File: src/rtl/fetch_pkg.sv
// Shared constants and types for the instruction-fetch controller.
// The optional FETCH_PERF_EN build adds performance counters in fetch_ctrl.
package fetch_pkg;

  localparam int XLEN        = 32;
  localparam int INSTR_BYTES = 4;
  localparam logic [XLEN-1:0] NOP_INSTR = 32'h0000_0013;

  typedef enum logic [1:0] {
    IDLE  = 2'd0,
    RUN   = 2'd1,
    FAULT = 2'd2
  } fetch_state_t;

  typedef struct packed {
    logic [XLEN-1:0] pc;
    logic [XLEN-1:0] instr;
  } fetch_entry_t;

  function automatic logic [XLEN-1:0] align_pc(input logic [XLEN-1:0] pc);
    return {pc[XLEN-1:2], 2'b00};
  endfunction

endpackage

File: src/rtl/fetch_fifo.sv
// Prefetch FIFO of {pc, instr} entries; flush wins over push and pop.
// Head entry is read straight from storage so pushes are visible one edge later.
module fetch_fifo
  import fetch_pkg::*;
#(
  parameter int DEPTH = 4
) (
  input  logic                   clk,
  input  logic                   rst_n,
  input  logic                   push,
  input  logic                   pop,
  input  logic                   flush,
  input  fetch_entry_t           wdata,
  output fetch_entry_t           rdata,
  output logic [$clog2(DEPTH):0] count,
  output logic                   full,
  output logic                   empty
);

  localparam int AW = $clog2(DEPTH);

  fetch_entry_t  mem_r [DEPTH];
  logic [AW-1:0] wr_ptr_r;
  logic [AW-1:0] rd_ptr_r;
  logic [AW:0]   count_r;
  logic          do_push_s;
  logic          do_pop_s;

  assign empty     = (count_r == {(AW+1){1'b0}});
  assign full      = (count_r == (AW+1)'(DEPTH));
  assign do_pop_s  = pop && !empty && !flush;
  assign do_push_s = push && !flush && (!full || do_pop_s);
  assign count     = count_r;
  assign rdata     = mem_r[rd_ptr_r];

  // Entry storage, written at the write pointer on an accepted push.
  always_ff @(posedge clk) begin
    if (do_push_s) begin
      mem_r[wr_ptr_r] <= wdata;
    end
  end

  // Pointers and occupancy; pointers wrap naturally since DEPTH is a power of two.
  always_ff @(posedge clk or negedge rst_n) begin
    if (!rst_n) begin
      wr_ptr_r <= {AW{1'b0}};
      rd_ptr_r <= {AW{1'b0}};
      count_r  <= {(AW+1){1'b0}};
    end else if (flush) begin
      wr_ptr_r <= {AW{1'b0}};
      rd_ptr_r <= {AW{1'b0}};
      count_r  <= {(AW+1){1'b0}};
    end else begin
      if (do_push_s) begin
        wr_ptr_r <= wr_ptr_r + AW'(1);
      end
      if (do_pop_s) begin
        rd_ptr_r <= rd_ptr_r + AW'(1);
      end
      case ({do_push_s, do_pop_s})
        2'b10:   count_r <= count_r + (AW+1)'(1);
        2'b01:   count_r <= count_r - (AW+1)'(1);
        default: count_r <= count_r;
      endcase
    end
  end

endmodule

File: src/rtl/fetch_ctrl.sv
// Instruction-fetch controller: fetch PC, IDLE/RUN/FAULT sequencing and prefetch FIFO.
// Defining FETCH_PERF_EN adds perf_fetch_cnt and perf_bubble_cnt outputs.
module fetch_ctrl
  import fetch_pkg::*;
#(
  parameter logic [31:0] RESET_PC   = 32'h0000_0000,
  parameter int          FIFO_DEPTH = 4,
  parameter int          IMEM_WORDS = 64
) (
  input  logic        clk,
  input  logic        rst_n,
  input  logic        fetch_en,
  output logic [31:0] imem_addr,
  input  logic [31:0] imem_rd,
  input  logic        redirect_valid,
  input  logic [31:0] redirect_pc,
  output logic        out_valid,
  output logic [31:0] out_instr,
  output logic [31:0] out_pc,
  input  logic        out_ready,
`ifdef FETCH_PERF_EN
  output logic [31:0] perf_fetch_cnt,
  output logic [31:0] perf_bubble_cnt,
`endif
  output logic        fetch_fault
);

  localparam int CW = $clog2(FIFO_DEPTH) + 1;
  localparam logic [XLEN:0] PC_LIMIT = (XLEN+1)'(IMEM_WORDS) << 2;

  function automatic logic in_range(input logic [XLEN-1:0] pc);
    return ({1'b0, pc} < PC_LIMIT);
  endfunction

  fetch_state_t    state_r;
  fetch_state_t    state_n_s;
  logic [XLEN-1:0] fetch_pc_r;
  logic [XLEN-1:0] pc_n_s;
  logic            fault_r;
  logic            push_s;
  logic            pop_s;
  fetch_entry_t    wentry_s;
  fetch_entry_t    head_s;
  logic [CW-1:0]   count_s;
  logic            full_s;
  logic            empty_s;
  logic            unused_full_s;

  assign unused_full_s = full_s;
  assign pop_s    = out_ready && !empty_s;
  assign push_s   = (state_r == RUN) && fetch_en && !redirect_valid && in_range(fetch_pc_r)
                    && ((count_s < CW'(FIFO_DEPTH)) || pop_s);
  assign wentry_s = '{pc: fetch_pc_r, instr: imem_rd};

  fetch_fifo #(
    .DEPTH(FIFO_DEPTH)
  ) u_fifo (
    .clk   (clk),
    .rst_n (rst_n),
    .push  (push_s),
    .pop   (pop_s),
    .flush (redirect_valid),
    .wdata (wentry_s),
    .rdata (head_s),
    .count (count_s),
    .full  (full_s),
    .empty (empty_s)
  );

  // Next fetch PC: a redirect overrides sequential advance.
  always_comb begin
    if (redirect_valid) begin
      pc_n_s = align_pc(redirect_pc);
    end else if (push_s) begin
      pc_n_s = fetch_pc_r + XLEN'(INSTR_BYTES);
    end else begin
      pc_n_s = fetch_pc_r;
    end
  end

  // Next state; the range check looks at the PC the next cycle will fetch from.
  always_comb begin
    state_n_s = state_r;
    case (state_r)
      IDLE, RUN: begin
        if (!fetch_en) begin
          state_n_s = IDLE;
        end else if (!in_range(pc_n_s)) begin
          state_n_s = FAULT;
        end else begin
          state_n_s = RUN;
        end
      end
      FAULT: begin
        if (redirect_valid && in_range(pc_n_s)) begin
          state_n_s = fetch_en ? RUN : IDLE;
        end else begin
          state_n_s = FAULT;
        end
      end
      default: state_n_s = IDLE;
    endcase
  end

  // FSM, fetch PC and the sticky fault flag.
  always_ff @(posedge clk or negedge rst_n) begin
    if (!rst_n) begin
      state_r    <= IDLE;
      fetch_pc_r <= RESET_PC;
      fault_r    <= 1'b0;
    end else begin
      state_r    <= state_n_s;
      fetch_pc_r <= pc_n_s;
      fault_r    <= (state_n_s == FAULT);
    end
  end

  assign imem_addr   = fetch_pc_r;
  assign fetch_fault = fault_r;
  assign out_valid   = !empty_s;
  assign out_pc      = empty_s ? 32'h0000_0000 : head_s.pc;
  assign out_instr   = empty_s ? NOP_INSTR : head_s.instr;

`ifdef FETCH_PERF_EN
  // Pushes and empty-while-running cycles, both wrapping.
  always_ff @(posedge clk or negedge rst_n) begin
    if (!rst_n) begin
      perf_fetch_cnt  <= 32'd0;
      perf_bubble_cnt <= 32'd0;
    end else begin
      if (push_s) begin
        perf_fetch_cnt <= perf_fetch_cnt + 32'd1;
      end
      if ((state_r == RUN) && empty_s) begin
        perf_bubble_cnt <= perf_bubble_cnt + 32'd1;
      end
    end
  end
`else
  // Performance counters are not built in this configuration.
`endif

endmodule
File: config.mk
export PLATFORM = sky130hd
export DESIGN_NAME = fetch_ctrl
export DESIGN_NICKNAME = d
export VERILOG_FILES = /design/src/rtl/fetch_pkg.sv /design/src/rtl/fetch_fifo.sv /design/src/rtl/fetch_ctrl.sv
export SDC_FILE = /design/constraint.sdc
export NUM_CORES = 1
export LEC_CHECK = 0
export CAP_MARGIN = 20
export CORE_ASPECT_RATIO = 1.25
export CORE_MARGIN = 1.5
export CORE_UTILIZATION = 38
export CTS_CLUSTER_DIAMETER = 60
export DETAILED_ROUTE_END_ITERATION = 10
export SYNTH_ARGS = -nofsm -noshare
export SYNTH_HDL_FRONTEND = slang
export SYNTH_SLANG_ARGS = --single-unit
File: constraint.sdc
create_clock -name clk -period 3.7 [get_ports clk]
set_input_delay 0.555 -clock clk [delete_from_list [all_inputs] [get_ports clk]]
set_output_delay 0.555 -clock clk [all_outputs]
set_load 0.05 [all_outputs]
==> impl_metrics.csv <==
group,metric,value,unit
setup_path,r2r-start,"imem_addr[21]$_DFF_PN0_",
floorplanning,die_w,157,um
clocking,clkTransAtPathRegs,0.06,ns
setup_path,cp-endpoint,"out_instr[25]",
drt,drc_errors,0,
floorplanning,pin_count,167,
synthesis,synth.avg_cell_area,19.8,um^2
run_status,status,"complete, no violations",
floorplanning,row_count,70,
synthesis,synth_top_area_share,65.8,%
timing,fin_worst_skew,0.0225,ns
synthesis,yosys.area.top_type,"edfxtp_1",
synthesis,synthCells,572,
placement,portBuffers,160,
clocking,clk_latency,0.54,ns
synthesis,synth_area_leaders,"edfxtp_1, mux4_2, dfrtp_1, and2_1, mux2_2",
clocking,postCtsHoldBufs,0,
setup_path,crit_type,"flip-flop to primary output",
clocking,clock_path_buffers,3,
timing,tightest_slew,0.990,ns
cells_and_area,area_delta_synth_final,28.7,%
global_route,grt_pass1_wl,37.6,mm
pwr,leakagePower,4.78,nW
global_route,antenna_found_initial,0,
cells_and_area,drive_gt1_share,22.7,%
drt,viasPerCell,4.99,
synthesis,ys_async_sr_fraction,13.9,%
placement,place_hpwl,15.6,mm
synthesis,yosysUniqueCellTypes,44,
global_route,grt_max_degree,50,
clocking,tritoncts,"built",
clocking,cts_root_buffer,"clkbuf_16",
floorplanning,initial_utilization,38.7,%
setup_path,cp_max_fo,18,
drt,wire_per_inst,20.6,um
drt,ant_nets,0,
timing,relSlewSlack,34.0,%
flow_run,max_cap_violations,0,
timing,period_share,91.9,%
synthesis,ys_ff_latch,288,
floorplanning,fp.dieArea,30800,um^2
pwr,pwr_density_cell,481,nW/um^2
setup_path,worst_ep_arrival_time,2.85,ns
drt,drt_first_pass_iters,4,
synthesis,ys.flop_type,"edfxtp_1",
drt,postRouteWirelength,24.2,mm
synthesis,synth_warnings,0,
clocking,cts_setup_buffers,0,
synthesis,seq_area_frac_synth,74.6,%
cells_and_area,layout.nets,833,
synthesis,synth_edf_count,248,
placement,gp_congestion,0.737,
timing,fmax,0.294,GHz
drt,vias,5872,
synthesis,netlist_area,11300,um^2
hold_path,min_path_type,"input port to async pin",
cells_and_area,stdcell_area,14600,um^2
setup_path,worst_r2r_endpoint,"u_fifo.mem_r[0][26]$_DFFE_PP_",
timing,period_minus_slack,3.40,ns
clocking,cts.sinks,288,
floorplanning,die_y,196,um
global_route,first_global_vias,6475,
timing,setup_violations,0,
floorplanning,core,29300,um^2
setup_path,critical_path.startpoint,"u_fifo.count[0]$_DFFE_PN0P_",
timing,hold_viol,0,
timing,final.setup.tns,0,ns
cells_and_area,num_antenna_cells,0,
clocking,htreeDepth,1,
drt,drt_iter0_markers,309,
setup_path,reg2reg_slack,0.98,ns
timing,rsz0062_at_grt,"false",
global_route,grt_usage,16.1,%
setup_path,startpoint_type,"flip-flop",
setup_path,cp_data_required_time,3.14,ns
timing,report.final.slew_viol_count,0,
global_route,grt_overflow,0,
pwr,peakVddDrop,336,uV
setup_path,endpoint_kind,"primary output",
clocking,cts_buffers,28,
pwr,totalPowerFinal,7.01,mW
clocking,cts_resized,0,
setup_path,rr_worst_depth,4,
placement,place_area,13500,um^2
==> area by class of cell <==
| class | count | area [um^2] |
|---|---|---|
| repair buffers | 184 | 1850 |
| multi-input cells | 251 | 2740 |
| clock inverters | 12 | 145 |
| flip-flops and latches | 288 | 8460 |
| well taps | 396 | 495 |
| clock buffers | 40 | 870 |
| fillers | 2432 | 14700 |
| inverters | 5 | 18.8 |
==> logic make-up (layout without fill, tap and decap cells) <==
logic type | Yosys count | in the layout | synth area share, %
AND/OR/NAND/NOR | 124 | 124 | 6.49
other | 1 | 4 | 0.0331
flip-flops | 288 | 288 | 74.6
multiplexers | 88 | 88 | 15.0
buffers and inverters | 36 | 241 | 1.48
XOR/XNOR | 8 | 8 | 0.619
adder cells (fa/ha/maj) | 6 | 6 | 0.729
AO/OA/AOI/OAI | 21 | 21 | 1.06
==> metrics by stage <==
step	setup WS, ns	std cells	util, %	hold WS [ns]
after global placement	0.608	1121	46.3	0.541
after detailed placement	0.563	1121	46.3	0.553
after CTS	0.0744	1173	49.7	0.182
after global routing	0.132	1176	49.8	0.230
after floorplan	0.331	575	-	0.259
final	0.300	1176	49.8	0.171
==> how the worst min path moves through the flow <==
stage                               startpoint                      end  depth (start not counted)
after floorplan                          rst_n    fetch_fault$_DFF_PN0_                          0
after global placement    state_r[1]$_DFF_PN0_     state_r[1]$_DFF_PN0_                          1
after detailed placement  state_r[1]$_DFF_PN0_     state_r[1]$_DFF_PN0_                          1
after CTS                                rst_n  imem_addr[23]$_DFF_PN0_                          1
after global routing                     rst_n  imem_addr[30]$_DFF_PN0_                          1
final                                    rst_n  imem_addr[12]$_DFF_PN0_                          1
==> cell usage after synthesis, types with 4 or more instances <==
| cell | count |
|---|---|
| and3_1 | 5 |
| a21oi_1 | 5 |
| xnor2_1 | 5 |
| inv_1 | 5 |
| dfrtp_1 | 40 |
| nand2_1 | 9 |
| buf_2 | 7 |
| buf_4 | 4 |
| nor4_1 | 8 |
| nand3_1 | 7 |
| nor3_1 | 6 |
| clkbuf_1 | 17 |
| mux4_2 | 62 |
| mux2_2 | 22 |
| o21ai_0 | 8 |
| ha_1 | 5 |
| nor2_1 | 12 |
| and2_1 | 60 |
| edfxtp_1 | 248 |
==> worst max-delay path: stages, from the launching register on <==
cell and delay [ns]:
dfrtp_1 0.43, nor3_1 0.10, buf_4 0.16, inv_2 0.31
buf_4 0.30, and2_1 0.20, clkdlybuf4s50_1 0.81
==> metal layers <==
layer	up-vias	track usage (%)	wire length, um
li1	2646	-	-
met3	40	2.36	1200
met2	175	28.0	12500
met5	-	0	0
met1	3011	21.0	9980
met4	0	4.47	494
==> layout by cell type (no fill, tap or decap), types with 9 or more instances in the layout <==
cell             netlist  layout
nand2_1                9       9
buf_4                  4      22
mux2_2                22      22
and2_1                60      60
nor2_1                12      12
mux4_2                62      62
dfrtp_1               40      38
clkdlybuf4s50_1        0     153
edfxtp_1             248     248
clkbuf_16              0      31
==> sequential cells by signal, summed over array words and instances (netlist names) <==
register         flops
fetch_fault          1
imem_addr           30
state_r              2
u_fifo.count         3
u_fifo.mem_r       248
u_fifo.rd_ptr_r      2
u_fifo.wr_ptr_r      2
==> where the power goes <==
group          internal, mW  switching [mW]
Clock                  1.84            1.16
Combinational         0.147           0.205
Sequential             3.58          0.0743
Total                  5.57            1.44
Note: power is estimated with default switching activity, not from simulation.
==> edit, RTL diff (same flow settings) <==
The parameter `IMEM_WORDS` goes from 64 to 32.
--- a/src/rtl/fetch_ctrl.sv
+++ b/src/rtl/fetch_ctrl.sv
@@ -5,7 +5,7 @@
 #(
   parameter logic [31:0] RESET_PC   = 32'h0000_0000,
   parameter int          FIFO_DEPTH = 4,
-  parameter int          IMEM_WORDS = 64
+  parameter int          IMEM_WORDS = 32
 ) (
   input  logic        clk,
   input  logic        rst_n,
Check against the original RTL: not equivalent (a bounded check fails within 4 cycles, from zero or initial values and one cycle with rst_n low).
==> edit against the original RTL <==
  * Die area rose by 0.24%
  * Synthesized area increased by 0.24%
  * Sequential cell count did not move
  * Design area about the same
  * Cell count barely moved
  * Total power decreased by 1.3%
  * Wire length grew 0.23%
  * Sequential power barely moved
  * Largest power group unchanged
  * Register-to-register slack worse by 350 ps
  * Worst setup slack got worse by 110 ps
  * Sequential share of layout area about the same
  * Non-clock buffer count shrank 3
==> edit: results (changes against the original RTL) <==
| Metric | Value |
|---|---|
| Post-DP HPWL | `15,600 um (-0.14%)` |
| Filler cells | `2,442 (+0.41%)` |
| Placer Congestion | `0.748 (+1.4%)` |
| Initial DRC Count | `370 (+20%)` |
| Share of post-route cells with drive strength above 1 | `0.225 (-0.00228)` |
| Total Wirelength | `24,300 um (+0.23%)` |
| Final clock skew | `17.5 ps (-5.02 ps)` |
| First-pass GRT wire length | `36,800 um (-2.2%)` |
| FF-to-FF path depth | `9 (+5)` |
| Total CTS buffers | `29 (+3.6%)` |
| Vias in the first global route | `6,424 (-0.79%)` |
| Crit path to | `out_pc[6]` |
| Crit Path Max Fanout | `30 (+12)` |
| Unique masters post-synth | `43 (-2.3%)` |
| Outcome | `finished, final reports clean` |
| Synth cell count leaders | `edfxtp_1 (248), and2_1 (65), mux4_2 (62)` |
| Sequential area share after synthesis | `0.744 (-0.00181)` |
| Max VDD drop | `0.000337 V (+0.42%)` |
| Fin nets | `832 (-0.12%)` |
| Reg-to-Reg Start | `imem_addr[23]` |
| Switching pwr | `1.47 mW (+2.1%)` |
| Synth area leaders | `edfxtp_1 (66%), mux4_2 (12%), dfrtp_1 (8.8%), and2_1 (3.6%), mux2_2 (2.5%)` |
| Via count | `5,922 (+0.85%)` |
| DP Worst Slack | `649 ps (+86.3 ps)` |
| Arr. time, crit path | `2950 ps (+100 ps)` |
| Placed cells | `1,122 (+0.089%)` |
| LEAKAGE | `4.74 nW (-0.79%)` |
-- edit: power by group through the flow --
stage	clock network [mW]	registers (mW)	logic, mW
2_1_floorplan	0	3.80	0.0680
3_3_place_gp	0	3.71	0.358
3_5_place_dp	0	3.71	0.367
4_1_cts	2.98	3.65	0.368
5_1_grt	3.10	3.65	0.384
6_report	2.91	3.65	0.365
-- edit: area by class of cell --
class                      instances  share of cell area
sequential                       288               0.580
clock buffer                      33              0.0508
tap                              396              0.0340
inverter                           6             0.00155
multi-input combinational        251               0.189
timing repair buffer             181               0.129
clock inverter                    20              0.0149
-- edit: worst max-delay path: stages, from the launching register on --
cell and delay [ps]:
dfrtp_1 410, nor3_1 80, buf_4 160, inv_2 440, buf_4 340, and2_1 180, clkdlybuf4s50_1 810
-- edit: metrics by stage --
| step | hold slack, ps | power (mW) | area, um2 | util |
|---|---|---|---|---|
| after global routing | 232 | 7.14 | 14600 | 0.497 |
| after CTS | 180 | 6.99 | 14600 | 0.497 |
| after detailed placement | 472 | 4.08 | 13600 | 0.464 |
| after global placement | 458 | 4.07 | 13600 | 0.464 |
| final | 161 | 6.92 | 14600 | 0.497 |
| after floorplan | 259 | 3.87 | 11400 | - |
-- edit: layer usage --
layer  track usage  vias up  part of all wire
li1              -     2648                 -
met1         0.199     3066              0.41
met2         0.284      164              0.52
met3        0.0250       44             0.043
met4        0.0444        0             0.023
met5             0        -                 0
-- edit: logic make-up (layout without fill, tap and decap cells) --
group | count (synthesis) | after routing | share of synthesized area
XOR/XNOR | 7 | 7 | 0.00606
multiplexers | 92 | 92 | 0.152
buffers and inverters | 37 | 240 | 0.0148
other | 1 | 4 | 0.000330
adder cells (fa/ha/maj) | 6 | 6 | 0.00728
AO/OA/AOI/OAI | 18 | 18 | 0.0105
AND/OR/NAND/NOR | 124 | 124 | 0.0643
flip-flops | 288 | 288 | 0.744
-- edit: how the worst min path moves through the flow --
stage	slack (ps)	endpoint	depth (start not counted)
floorplan	260	fetch_fault	0
global placement	460	u_fifo.mem_r[2][52]	0
detailed placement	470	u_fifo.mem_r[2][52]	0
CTS	180	imem_addr[15]	1
global route	230	imem_addr[13]	1
finish	160	imem_addr[15]	1
